File: src/rtl/hit_conditioner.sv
// Synchronises a detector pulse, qualifies it by minimum width, and latches it for the controller.
// It also queues one further hit, applies a dead time after each acknowledge, and counts hits lost to overflow.
module hit_conditioner #(
  parameter int SYNC_STAGES = 2,
  parameter int MIN_WIDTH   = 2,
  parameter int DEAD_TIME   = 4,
  parameter int MISS_W      = 8
) (
  input  logic              clk,
  input  logic              rst,
  input  logic              hit_in,
  input  logic              enable,
  input  logic              hit_reset,
  input  logic              miss_clear,
  output logic              hit_latched,
  output logic              hit_pending,
  output logic              dead,
  output logic [MISS_W-1:0] miss_count
);

  localparam logic [3:0] W_LAST    = 4'(MIN_WIDTH - 1);
  localparam logic [7:0] DEAD_LAST = 8'(DEAD_TIME - 1);

  typedef enum logic [1:0] {IDLE, LATCHED, DEAD} state_t;

  state_t                 state, state_n;
  logic [SYNC_STAGES-1:0] sync;
  logic                   s;
  logic [3:0]             wcnt;
  logic                   done;
  logic                   qual;
  logic                   pend_n;
  logic [7:0]             dcnt, dcnt_n;
  logic                   miss_inc;

  assign s = sync[SYNC_STAGES-1];
  // done suppresses further events while the counter sits saturated in the same s-high run.
  assign qual = s && (wcnt == W_LAST) && !done && enable;

  always_comb begin
    state_n  = state;
    pend_n   = hit_pending;
    dcnt_n   = dcnt;
    miss_inc = 1'b0;
    case (state)
      IDLE: begin
        if (qual) state_n = LATCHED;
      end
      LATCHED: begin
        if (hit_reset) begin
          state_n = DEAD;
          dcnt_n  = DEAD_LAST;
        end
        if (qual) begin
          if (hit_pending) miss_inc = 1'b1;
          else             pend_n   = 1'b1;
        end
      end
      DEAD: begin
        if (dcnt == 8'd0) begin
          // An event arriving on the exit cycle becomes the new queued or latched hit.
          if (hit_pending) begin
            state_n = LATCHED;
            pend_n  = qual;
          end else if (qual) begin
            state_n = LATCHED;
          end else begin
            state_n = IDLE;
          end
        end else begin
          dcnt_n = dcnt - 8'd1;
          if (qual) begin
            if (hit_pending) miss_inc = 1'b1;
            else             pend_n   = 1'b1;
          end
        end
      end
      default: state_n = IDLE;
    endcase
    if (!enable) begin
      state_n = IDLE;
      pend_n  = 1'b0;
      dcnt_n  = 8'd0;
    end
  end

  always_ff @(posedge clk) begin
    if (rst) begin
      sync        <= '0;
      wcnt        <= 4'd0;
      done        <= 1'b0;
      state       <= IDLE;
      dcnt        <= 8'd0;
      hit_latched <= 1'b0;
      hit_pending <= 1'b0;
      dead        <= 1'b0;
      miss_count  <= '0;
    end else begin
      sync <= {sync[SYNC_STAGES-2:0], hit_in};
      if (!s) begin
        wcnt <= 4'd0;
        done <= 1'b0;
      end else begin
        if (wcnt != W_LAST) wcnt <= wcnt + 4'd1;
        else                done <= 1'b1;
      end
      state       <= state_n;
      dcnt        <= dcnt_n;
      hit_latched <= (state_n == LATCHED);
      dead        <= (state_n == DEAD);
      hit_pending <= pend_n;
      if (miss_clear)
        miss_count <= '0;
      else if (miss_inc && !(&miss_count))
        miss_count <= miss_count + MISS_W'(1);
    end
  end

endmodule
File: config.mk
export PLATFORM = sky130hd
export DESIGN_NAME = hit_conditioner
export DESIGN_NICKNAME = d
export VERILOG_FILES = /design/src/rtl/hit_conditioner.sv
export SDC_FILE = /design/constraint.sdc
export NUM_CORES = 1
export LEC_CHECK = 0
export ABC_AREA = 1
export CELL_PAD_IN_SITES_DETAIL_PLACEMENT = 0
export CELL_PAD_IN_SITES_GLOBAL_PLACEMENT = 1
export CORE_MARGIN = 2
export CORE_UTILIZATION = 43
export DETAILED_ROUTE_END_ITERATION = 10
export HOLD_SLACK_MARGIN = 0.02
export PLACE_DENSITY = 0.82
export SLEW_MARGIN = 20
export SYNTH_ARGS = -nofsm -noshare
export SYNTH_HDL_FRONTEND = slang
export SYNTH_SLANG_ARGS = --single-unit
File: constraint.sdc
create_clock -name clk -period 2.9 [get_ports clk]
set_clock_uncertainty 0.15 [all_clocks]
set_input_delay 0.435 -clock clk [delete_from_list [all_inputs] [get_ports clk]]
set_output_delay 0.435 -clock clk [all_outputs]
set_load 0.1 [all_outputs]
==> results.md, run 1 <==
- Status: finished, final reports clean
- Cell area power density: about 350 nW/µm²
- Critical path endpoint: miss_count[4]$_SDFFE_PP0P_
- Final setup vio count: 0
- Setup slack after layout: approximately 1100 ps
- Post-DP HPWL: approximately 2.1 mm
- Layout cell share with drive strength beyond 1: between 15 and 20%
- Comb pwr share: around 3.6%
- Net Count, Synth: roughly 220
- Fin. Hold Viols: 0
- Switch share: 22.2%
- FF/Latch Area: approximately 560 µm²
- Post-CTS setup buffers: 0
- Final Max Tran Viols: 0
- WP data arrival: roughly 1900 ps
- Critical Path Sink Type: register
- Synth top area share: a little under two fifths
- Filler cell count: around 360
- Die area: ~4000 µm²
- GP Congestion: 0.860
- Critical Path Start: state[1]$_SDFF_PP0_
- Startpoint types: register
- Pin count of the biggest net entering global routing: 16
- Input/output buffers: 16
- TritonCTS clock tree: yes
- Nets: around 240
- First-pass GRT wire length: approximately 4.8 mm
- Hold-fix buffers, CTS: 0
- Seq pwr share: a little under two thirds
- Ys Warns: 0
- Area growth syn-to-layout: 15.1%
- Largest cells by area after synthesis: dfxtp_1, nand2_1, inv_1
- Synthesized area: about 1500 µm²
- Hold Crit Class: register to register
- Multi-input logic area: 810 µm²
- Library cells used by synthesis: 28
- Clk sink count: 28
- Clock root cell: clkbuf_4
- CTS H-tree lvls: 1
- Worst-Skew Late Latency: about 340 ps
- Seq/Total Area, Yosys: a little under two fifths
- Worst vdd ir: ~0.16 mV
- Worst-path clk slew: roughly 160 ps
- Mean Syn Cell Area: 7.47 µm²
- Post-Synthesis Cells: 201
- Max Clk Rate: between 500 and 600 MHz
- Final critical-path required period: between 1500 and 2000 ps
- Tcrit/Tclk final: between 60% and 70%
- Overflow after GRT: 0
- Synth Register Bits: 28
- Worst Tran Pin Value: just over 400 ps
- Initial antenna violation count: 0
- Clock power frac: approximately a third
- Clk buf depth: 2
- Synth area leader: dfxtp_1
- CP Class: register to register
- R2r setup slk: roughly 1100 ps
- R2R Path End: miss_count[4]$_SDFFE_PP0P_
- Gr usage total: roughly 15%
- IO Pins: 17
- Die Y: approximately 63 µm
- Required @ worst endpoint: about 3000 ps
- Number of global-route vias before repair: ~1100
- Vias post-DR: 1232
- Drt wl/cell: just over 10 µm
- Number of remaining DRC errors: 0
- R2R cell count: 11
- DR vias/cell: between 4 and 5
- Max-slew headroom: roughly 72%
- ANT cells: 0
- Setup TNS: 0 ps
- Site Rows: 21
- DRT Pass-1 Iters: 4
- Max FO, Critical Path: 6
- Routed wire length: 2.69 mm
- Switching pwr: around 0.14 mW
- Die width: about 63 µm
- Internal power: 0.474 mW
- Core ar.: 3340 µm²
- Pleak: between 0.7 and 0.8 nW
- RSZ-0062 raised after global routing: no
- Max_cap viols: 0
- DRT antenna net count: 0
- Initial DRC Count: 42
- Setup WS pre-CTS: 860 ps
- Cts bufs inserted: 3
- Initial Utilization: between 40% and 50%
- Worst reg2reg startpoint: state[1]$_SDFF_PP0_
- Post-cts gate resize count: 0
==> cell families after synthesis <==
| kind of cell | after synthesis | synth area share [%] |
|---|---|---|
| compound gates | 27 | 10.6 |
| flops | 28 | 37.3 |
| fa+ha+maj | 9 | 7.50 |
| buf+inv | 35 | 8.75 |
| simple gates | 95 | 31.7 |
| xor+xnor | 7 | 4.08 |
==> routing by layer <==
metal | wire length (µm) | track usage, % | share of wire, %
met3 | 84 | 2.50 | 3.1
met1 | 1380 | 19.4 | 51
met2 | 1170 | 23.5 | 43
met4 | 56 | 7.50 | 2.1
met5 | 0 | 0 | 0
==> cells in the final DEF (no fill, tap or decap), types with 4 or more instances in the layout <==
cell type        count
nand2_1             37
inv_1               33
dfxtp_1             28
nor2_1              27
a21oi_1             12
nand3_1             12
buf_4               11
ha_1                 9
o21ai_0              5
clkdlybuf4s50_1      5
xor2_1               4
==> final cells by class <==
type                    count  share of cell area [%]
clock buffers               4                    2.10
inverters                  35                    7.60
multi-input cells         138                    46.9
flip-flops and latches     28                    32.4
well taps                  46                    3.33
repair buffers             16                    7.68
==> Yosys cell counts <==
cell,instances
dfxtp_1,28
nand3_1,12
nor2_8,1
nand4_2,1
xnor2_1,3
ha_1,9
inv_2,2
nor2_1,27
nor3_1,3
o21ai_2,1
o21bai_1,1
nand3_2,1
a31oi_1,1
or2_2,1
inv_1,33
o21ai_0,5
nand2_2,2
o21ai_1,2
nand2_4,3
nor2_2,2
nor3b_4,1
a21oi_1,12
xor2_1,4
a21oi_2,3
a211oi_1,2
nand4_1,2
nand2_1,37
nor2_4,2
==> stage by stage <==
stage	total power [mW]	hold slack (ps)	instance area, µm²	utilization [%]	cells
2_1_floorplan	0.407	238	1500	-	201
3_3_place_gp	0.418	241	1690	50.7	263
3_5_place_dp	0.418	248	1690	50.7	263
4_1_cts	0.618	270	1730	51.8	267
5_1_grt	0.638	312	1730	51.8	267
6_report	0.609	266	1730	51.8	267
==> critical path: stages (launching register included) <==
cell and delay [ps]:
dfxtp_1 430, inv_1 80, ha_1 350, nand2_1 70
inv_1 70, nand2_2 80, nor2_8 120, nand2_4 90
nor2_4 120, nand2_1 60, nand2_1 70, a21oi_2 30
==> power groups by stage <==
stage | logic (mW) | clock network [mW] | registers (mW)
6_report | 0.0219 | 0.200 | 0.388
5_1_grt | 0.0247 | 0.225 | 0.388
4_1_cts | 0.0222 | 0.208 | 0.388
3_5_place_dp | 0.0222 | 0 | 0.396
3_3_place_gp | 0.0219 | 0 | 0.396
2_1_floorplan | 0.0112 | 0 | 0.396
==> worst min path at each step <==
stage	from	endpoint	cells past startpoint
2_1_floorplan	sync[0]$_SDFF_PP0_	sync[1]$_SDFF_PP0_	2
3_3_place_gp	sync[0]$_SDFF_PP0_	sync[1]$_SDFF_PP0_	2
3_5_place_dp	sync[0]$_SDFF_PP0_	sync[1]$_SDFF_PP0_	2
4_1_cts	sync[0]$_SDFF_PP0_	sync[1]$_SDFF_PP0_	2
5_1_grt	sync[0]$_SDFF_PP0_	sync[1]$_SDFF_PP0_	2
6_report	sync[0]$_SDFF_PP0_	sync[1]$_SDFF_PP0_	2
==> flip-flops by register name, indices dropped and copies added (netlist names) <==
| register | count |
|---|---|
| state | 2 |
| dead | 1 |
| hit_latched | 1 |
| sync | 2 |
| hit_pending | 1 |
| done | 1 |
| wcnt | 4 |
| dcnt | 8 |
| miss_count | 8 |
Power figures use the tool's default switching activity.
==> inputs of run 2 (changes only) <==
CORE_UTILIZATION = 40   (was 43)
PLACE_DENSITY = 0.77   (was 0.82)
clock period = 1.8 ns   (was 2.9 ns; I/O delays follow)
==> results.md, run 2 (same netlist as run 1, synthesis figures left out) <==
- Initial antenna violation count: 0 (unchanged)
- Initial DRC Count: 64 (+52%)
- Die Y: 65.3 µm (+3.4%)
- TritonCTS clock tree: yes
- Finished Layout Cells: 282 (+5.6%)
- First-pass GRT wire length: 5.20 mm (+9.4%)
- Delay of the slowest critical-path stage: 360 ps (-70 ps)
- Startpoint types: register
- Tot Pwr: 1.01 mW (+65%)
- Tcrit/Tclk final: 93.8% (+32 points)
- Layout cell share with drive strength beyond 1: 25.2% (+9.4 points)
- Die width: 65.3 µm (+3.4%)
- Cts bufs inserted: 3 (unchanged)
- Max Clk Rate: 592 MHz (+6.3%)
- Final critical-path required period: 1690 ps (-106 ps)
- DRT antenna net count: 0 (unchanged)
- Cells along the critical path: inv_1 -> ha_4 -> nand2_1 -> inv_1 -> nand2_2 -> nor2_8 -> nand2_4 -> nor2_4 -> nand2_1 -> nand2_1 -> a21oi_2
- Filler cell count: 374 (+4.8%)
- Setup slack after layout: 111 ps (-994 ps)
- Input/output buffers: 16 (unchanged)
- Fin util: 55.5% (+3.7 points)
- Pleak: 0.899 nW (+13%)
- WP data arrival: 1710 ps (-190 ps)
- Vias post-DR: 1300 (+5.5%)
- Dpl cells: 276 (+4.9%)
- Max-slew headroom: 78.3% (+6.0 points)
- Number of global-route vias before repair: 1261 (+16%)
- CP Class: register to register
- Most frequent cells in the layout: nand2_1, inv_1, nor2_1, dfxtp_1, buf_4
- Switch share: 20.7% (-1.6 points)
- Switching pwr: 0.208 mW (+54%)
- Design area: 2020 µm² (+17%)
- Hold-fix buffers, CTS: 0 (unchanged)
- Clk sink count: 28 (unchanged)
- DR vias/cell: 4.61 (about the same)
- DRT Pass-1 Iters: 4 (unchanged)
- FF/Latch Area: 579 µm² (+3.3%)
- Die area: 4260 µm² (+7.0%)
- ANT cells: 0 (unchanged)
- Worst-path clk slew: 90 ps (-70 ps)
- Worst Tran Pin Value: 323 ps (-90.4 ps)
- Multi-input logic area: 830 µm² (+2.5%)
- Worst-Skew Late Latency: 270 ps (-70 ps)
- Cell area power density: 499 nW/µm² (+42%)
- Gr usage total: 15.4% (+0.54 points)
- Comb pwr share: 4.1% (+0.5 points)
- Post-DP HPWL: 2.35 mm (+12%)
- CP bufs+invs: 2 (unchanged)
- Internal power: 0.799 mW (+69%)
- Core ar.: 3630 µm² (+8.9%)
- CP top delay family: simple AND/OR/NAND/NOR gates
- Critical Path Sink Type: register
- Setup WS pre-CTS: -107 ps (-967 ps)
- Largest regs: dcnt x8, miss_count x8, wcnt x4
- CTS H-tree lvls: 1 (unchanged)
- Critical path's most frequent cell: nand2_1
- Status: finished, final reports clean
- Required @ worst endpoint: 1820 ps (-1180 ps)
- Final setup vio count: 0 (unchanged)
- GP Congestion: 0.816 (-5.1%)
- Slowest-stage cell, CP: dfxtp_2
- Overflow after GRT: 0 (unchanged)
- Max_cap viols: 0 (unchanged)
- Pin count of the biggest net entering global routing: 16 (unchanged)
- IO Pins: 17 (unchanged)
- Initial Utilization: 41.3% (-3.7 points)
- Number of remaining DRC errors: 0 (unchanged)
- Hold Crit Class: register to register
- Most common cell after layout, fill and taps aside: nand2_1
- Area growth syn-to-layout: 34.2%
- Clock root cell: clkbuf_8
- Clock power frac: 34.2% (+1.4 points)
- Fin Hold WS: 260 ps (-5.06 ps)
- Drt wl/cell: 10.6 µm (+5.4%)
- Area post-placement: 1930 µm² (+14%)
- RSZ-0062 raised after global routing: yes
- Routed wire length: 2.99 mm (+11%)
- Nets: 250 (+5.5%)
- Clk buf depth: 2 (unchanged)
- Final Max Tran Viols: 0 (unchanged)
- Max FO, Critical Path: 6 (unchanged)
- Seq pwr share: 61.6% (-2.0 points)
- Worst vdd ir: 0.263 mV (+64%)
- Fin. Hold Viols: 0 (unchanged)
- Site Rows: 22 (+4.8%)
- Setup TNS: 0 ps (unchanged)
-- run 2: area by class of cell --
type                       count  share of cell area [%]
sequential                    28                    28.7
clock buffer                   4                    2.23
tap                           48                    2.98
multi-input combinational    138                    41.2
timing repair buffer          29                    18.2
inverter                      35                    6.64
-- run 2: power groups by stage --
stage	Sequential, mW	Combinational (mW)	Clock [mW]
global route	0.621	0.0472	0.392
global placement	0.635	0.0405	0
detailed placement	0.635	0.0413	0
finish	0.620	0.0417	0.344
floorplan	0.635	0.0181	0
CTS	0.620	0.0415	0.365
-- run 2: per-layer routing --
metal / share of wire (%) / wire length (µm) / GRT usage, % / vias to the layer above
met5: 0 / 0 / 0 / -
met4: 0.74 / 22 / 5.47 / 0
met2: 50 / 1490 / 26.3 / 18
met3: 3.6 / 107 / 2.91 / 2
met1: 46 / 1370 / 19.3 / 584
li1: - / - / - / 696
-- run 2: path summary, 6_finish.rpt --
kind,cells after the start,end,from,slack [ps]
hold / removal,2,sync[1]$_SDFF_PP0_,sync[0]$_SDFF_PP0_,260
setup / recovery,11,miss_count[3]$_SDFFE_PP0P_,state[0]$_SDFF_PP0_,110
setup reg to reg,11,miss_count[3]$_SDFFE_PP0P_,state[0]$_SDFF_PP0_,110
hold reg to reg,2,sync[1]$_SDFF_PP0_,sync[0]$_SDFF_PP0_,260
-- run 2: worst min-delay path, cell delays in order, from the launching register on --
cell and delay, ps:
dfxtp_1 310, inv_1 40, nor2_1 30
-- run 2: what timing repair did --
item,CTS,global route
resized for setup,0,5
endpoints found under the setup margin,0,13
buffers inserted,0,2
==> inputs of run 3 (changes only) <==
CORE_MARGIN = 1   (was 2)
==> results.md, run 3 (same netlist as run 1, synthesis figures left out) <==
- Clk sink count: 28 (unchanged)
- Worst vdd ir: 0.300 mV (+14%)
- Design area: 2000 µm² (-0.74%)
- Post-DP HPWL: 2.31 mm (-1.7%)
- Worst-path clk slew: 100 ps (about the same)
- Tcrit/Tclk final: 94.7% (+0.91 points)
- TritonCTS clock tree: yes
- DRT antenna net count: 0 (unchanged)
- Status: finished, final reports clean
- Critical Path Sink Type: register
- WP data arrival: 1750 ps (+40 ps)
- Area post-placement: 1910 µm² (-0.91%)
- Hold Crit Class: register to register
- ANT cells: 0 (unchanged)
- Pleak: 0.898 nW (about the same)
- Hold Path Origin: sync[0]$_SDFF_PP0_
- Hold-fix buffers, CTS: 0 (unchanged)
- Pin count of the biggest net entering global routing: 16 (unchanged)
- Required @ worst endpoint: 1840 ps (+20 ps)
- Cell area power density: 503 nW/µm² (+0.77%)
- Input/output buffers: 16 (unchanged)
- Site Rows: 21 (-4.5%)
- Number of global-route vias before repair: 1302 (+3.3%)
- Overflow after GRT: 0 (unchanged)
- Die width: 63.3 µm (-3.1%)
- Max Clk Rate: 586 MHz (-0.96%)
- CP bufs+invs: 2 (unchanged)
- Dpl cells: 272 (-1.4%)
- Number of remaining DRC errors: 0 (unchanged)
- Max_cap viols: 0 (unchanged)
- Cells along the critical path: inv_2 -> ha_4 -> nand2_1 -> inv_1 -> nand2_2 -> nor2_8 -> nand4_1 -> nand2_1 -> nand2_1 -> nor2_1
- Initial antenna violation count: 0 (unchanged)
- Finished Layout Cells: 278 (-1.4%)
- Most frequent cells in the layout: nand2_1, inv_1, nor2_1, dfxtp_1
- R2R cell count: 10 (-1)
- CP Class: register to register
- Final critical-path required period: 1710 ps (+16.4 ps)
- Die Y: 63.3 µm (-3.1%)
- Drt wl/cell: 10.5 µm (-0.53%)
- R2R Path End: miss_count[6]$_SDFFE_PP0P_
- Gr usage total: 16.1% (+0.70 points)
- Worst reg2reg startpoint: state[0]$_SDFF_PP0_
- Critical path's most frequent cell: nand2_1
- Max FO, Critical Path: 4 (-2)
- R2r setup slk: 90 ps (-20 ps)
- Hold Crit Endpoint: sync[1]$_SDFF_PP0_
- IO Pins: 17 (unchanged)
- Vias post-DR: 1319 (+1.5%)
- Cells on Worst Hold Path: 2 (unchanged)
- Delay of the slowest critical-path stage: 370 ps (about the same)
- Most common cell after layout, fill and taps aside: nand2_1
- RSZ-0062 raised after global routing: yes
- CP top delay family: simple AND/OR/NAND/NOR gates
- Cts bufs inserted: 3 (unchanged)
- Nets: 248 (-0.80%)
- Worst-Skew Late Latency: 270 ps (about the same)
- Startpoint types: register
- Layout cell share with drive strength beyond 1: 25.4% (+0.22 points)
- DR vias/cell: 4.74 (+2.9%)
- Core ar.: 3470 µm² (-4.5%)
- Fin. Hold Viols: 0 (unchanged)
- Initial Utilization: 43.3% (+2.0 points)
- Fin Hold WS: 271 ps (+10.4 ps)
- Initial DRC Count: 42 (-34%)
- Setup TNS: 0 ps (unchanged)
- Die area: 4000 µm² (-6.0%)
- Clk buf depth: 2 (unchanged)
- DRT Pass-1 Iters: 4 (unchanged)
- Final Max Tran Viols: 0 (unchanged)
- First-pass GRT wire length: 5.27 mm (+1.3%)
- Final setup vio count: 0 (unchanged)
- Worst Tran Pin Value: 446 ps (+123 ps)
- Slowest-stage cell, CP: dfxtp_2
- Area growth syn-to-layout: 33.3%
- Clock root cell: clkbuf_8
- CTS H-tree lvls: 1 (unchanged)
- Max-slew headroom: 70.0% (-8.2 points)
- GP Congestion: 0.794 (-2.6%)
- Routed wire length: 2.93 mm (-1.9%)
- CP Depth: 10 (-1)
- Largest regs: dcnt x8, miss_count x8, wcnt x4
## run 3: changes by cell type in the layout (fill, tap and decap cells not counted), sizes merged
| cell | before | now |
|---|---|---|
| buf | 24 | 22 |
| clkbuf | 4 | 3 |
| clkinv | 0 | 1 |
## run 3: worst max path at each step
stage	slack, ps	to	start
2_1_floorplan	30	miss_count[3]$_SDFFE_PP0P_	miss_count[2]$_SDFFE_PP0P_
3_3_place_gp	-40	miss_count[3]$_SDFFE_PP0P_	enable
3_5_place_dp	-60	miss_count[3]$_SDFFE_PP0P_	enable
4_1_cts	30	miss_count[3]$_SDFFE_PP0P_	state[0]$_SDFF_PP0_
5_1_grt	-20	miss_count[6]$_SDFFE_PP0P_	wcnt[1]$_SDFFE_PP0P_
6_report	90	miss_count[6]$_SDFFE_PP0P_	state[0]$_SDFF_PP0_
## run 3: cell type report
cell class	instances	area [µm²]
Fill cell	328	1470
Multi-Input combinational cell	138	835
Sequential cell	28	579
Timing Repair Buffer	27	353
Inverter	35	131
Tap cell	46	57.6
Clock buffer	3	41.3
Clock inverter	1	3.75
## run 3: worst min-delay path: stages, from the launching register on
cell,delay [ps]
dfxtp_1,310
inv_1,50
nor2_1,30
## run 3: repair_timing
item | CTS | global route
endpoints found under the hold margin | 0 | 0
setup buffers | 0 | 2
pin swaps | 0 | 1
resized for setup | 1 | 5
endpoints found under the setup margin | 4 | 10
## run 3: metal layers
metal  global-route usage [%]  wire length (µm)
met1                     19.3              1350
met2                     29.2              1460
met3                     2.54                99
met4                     4.83                19
met5                        0                 0
## run 3: metrics by stage
step                      utilization [%]  worst slack, ps  power, mW
after detailed placement             55.2            -62.6      0.676
after global routing                 57.7            -19.3       1.05
after global placement               55.2            -37.2      0.676
after CTS                            56.5             30.4       1.02
final                                57.7             94.9       1.01
after floorplan                         -             32.4      0.653
## run 3: power by group
group,switching (mW),internal (mW)
Combinational,0.0210,0.0221
Clock,0.190,0.153
Sequential,0.00174,0.619
Total,0.213,0.794
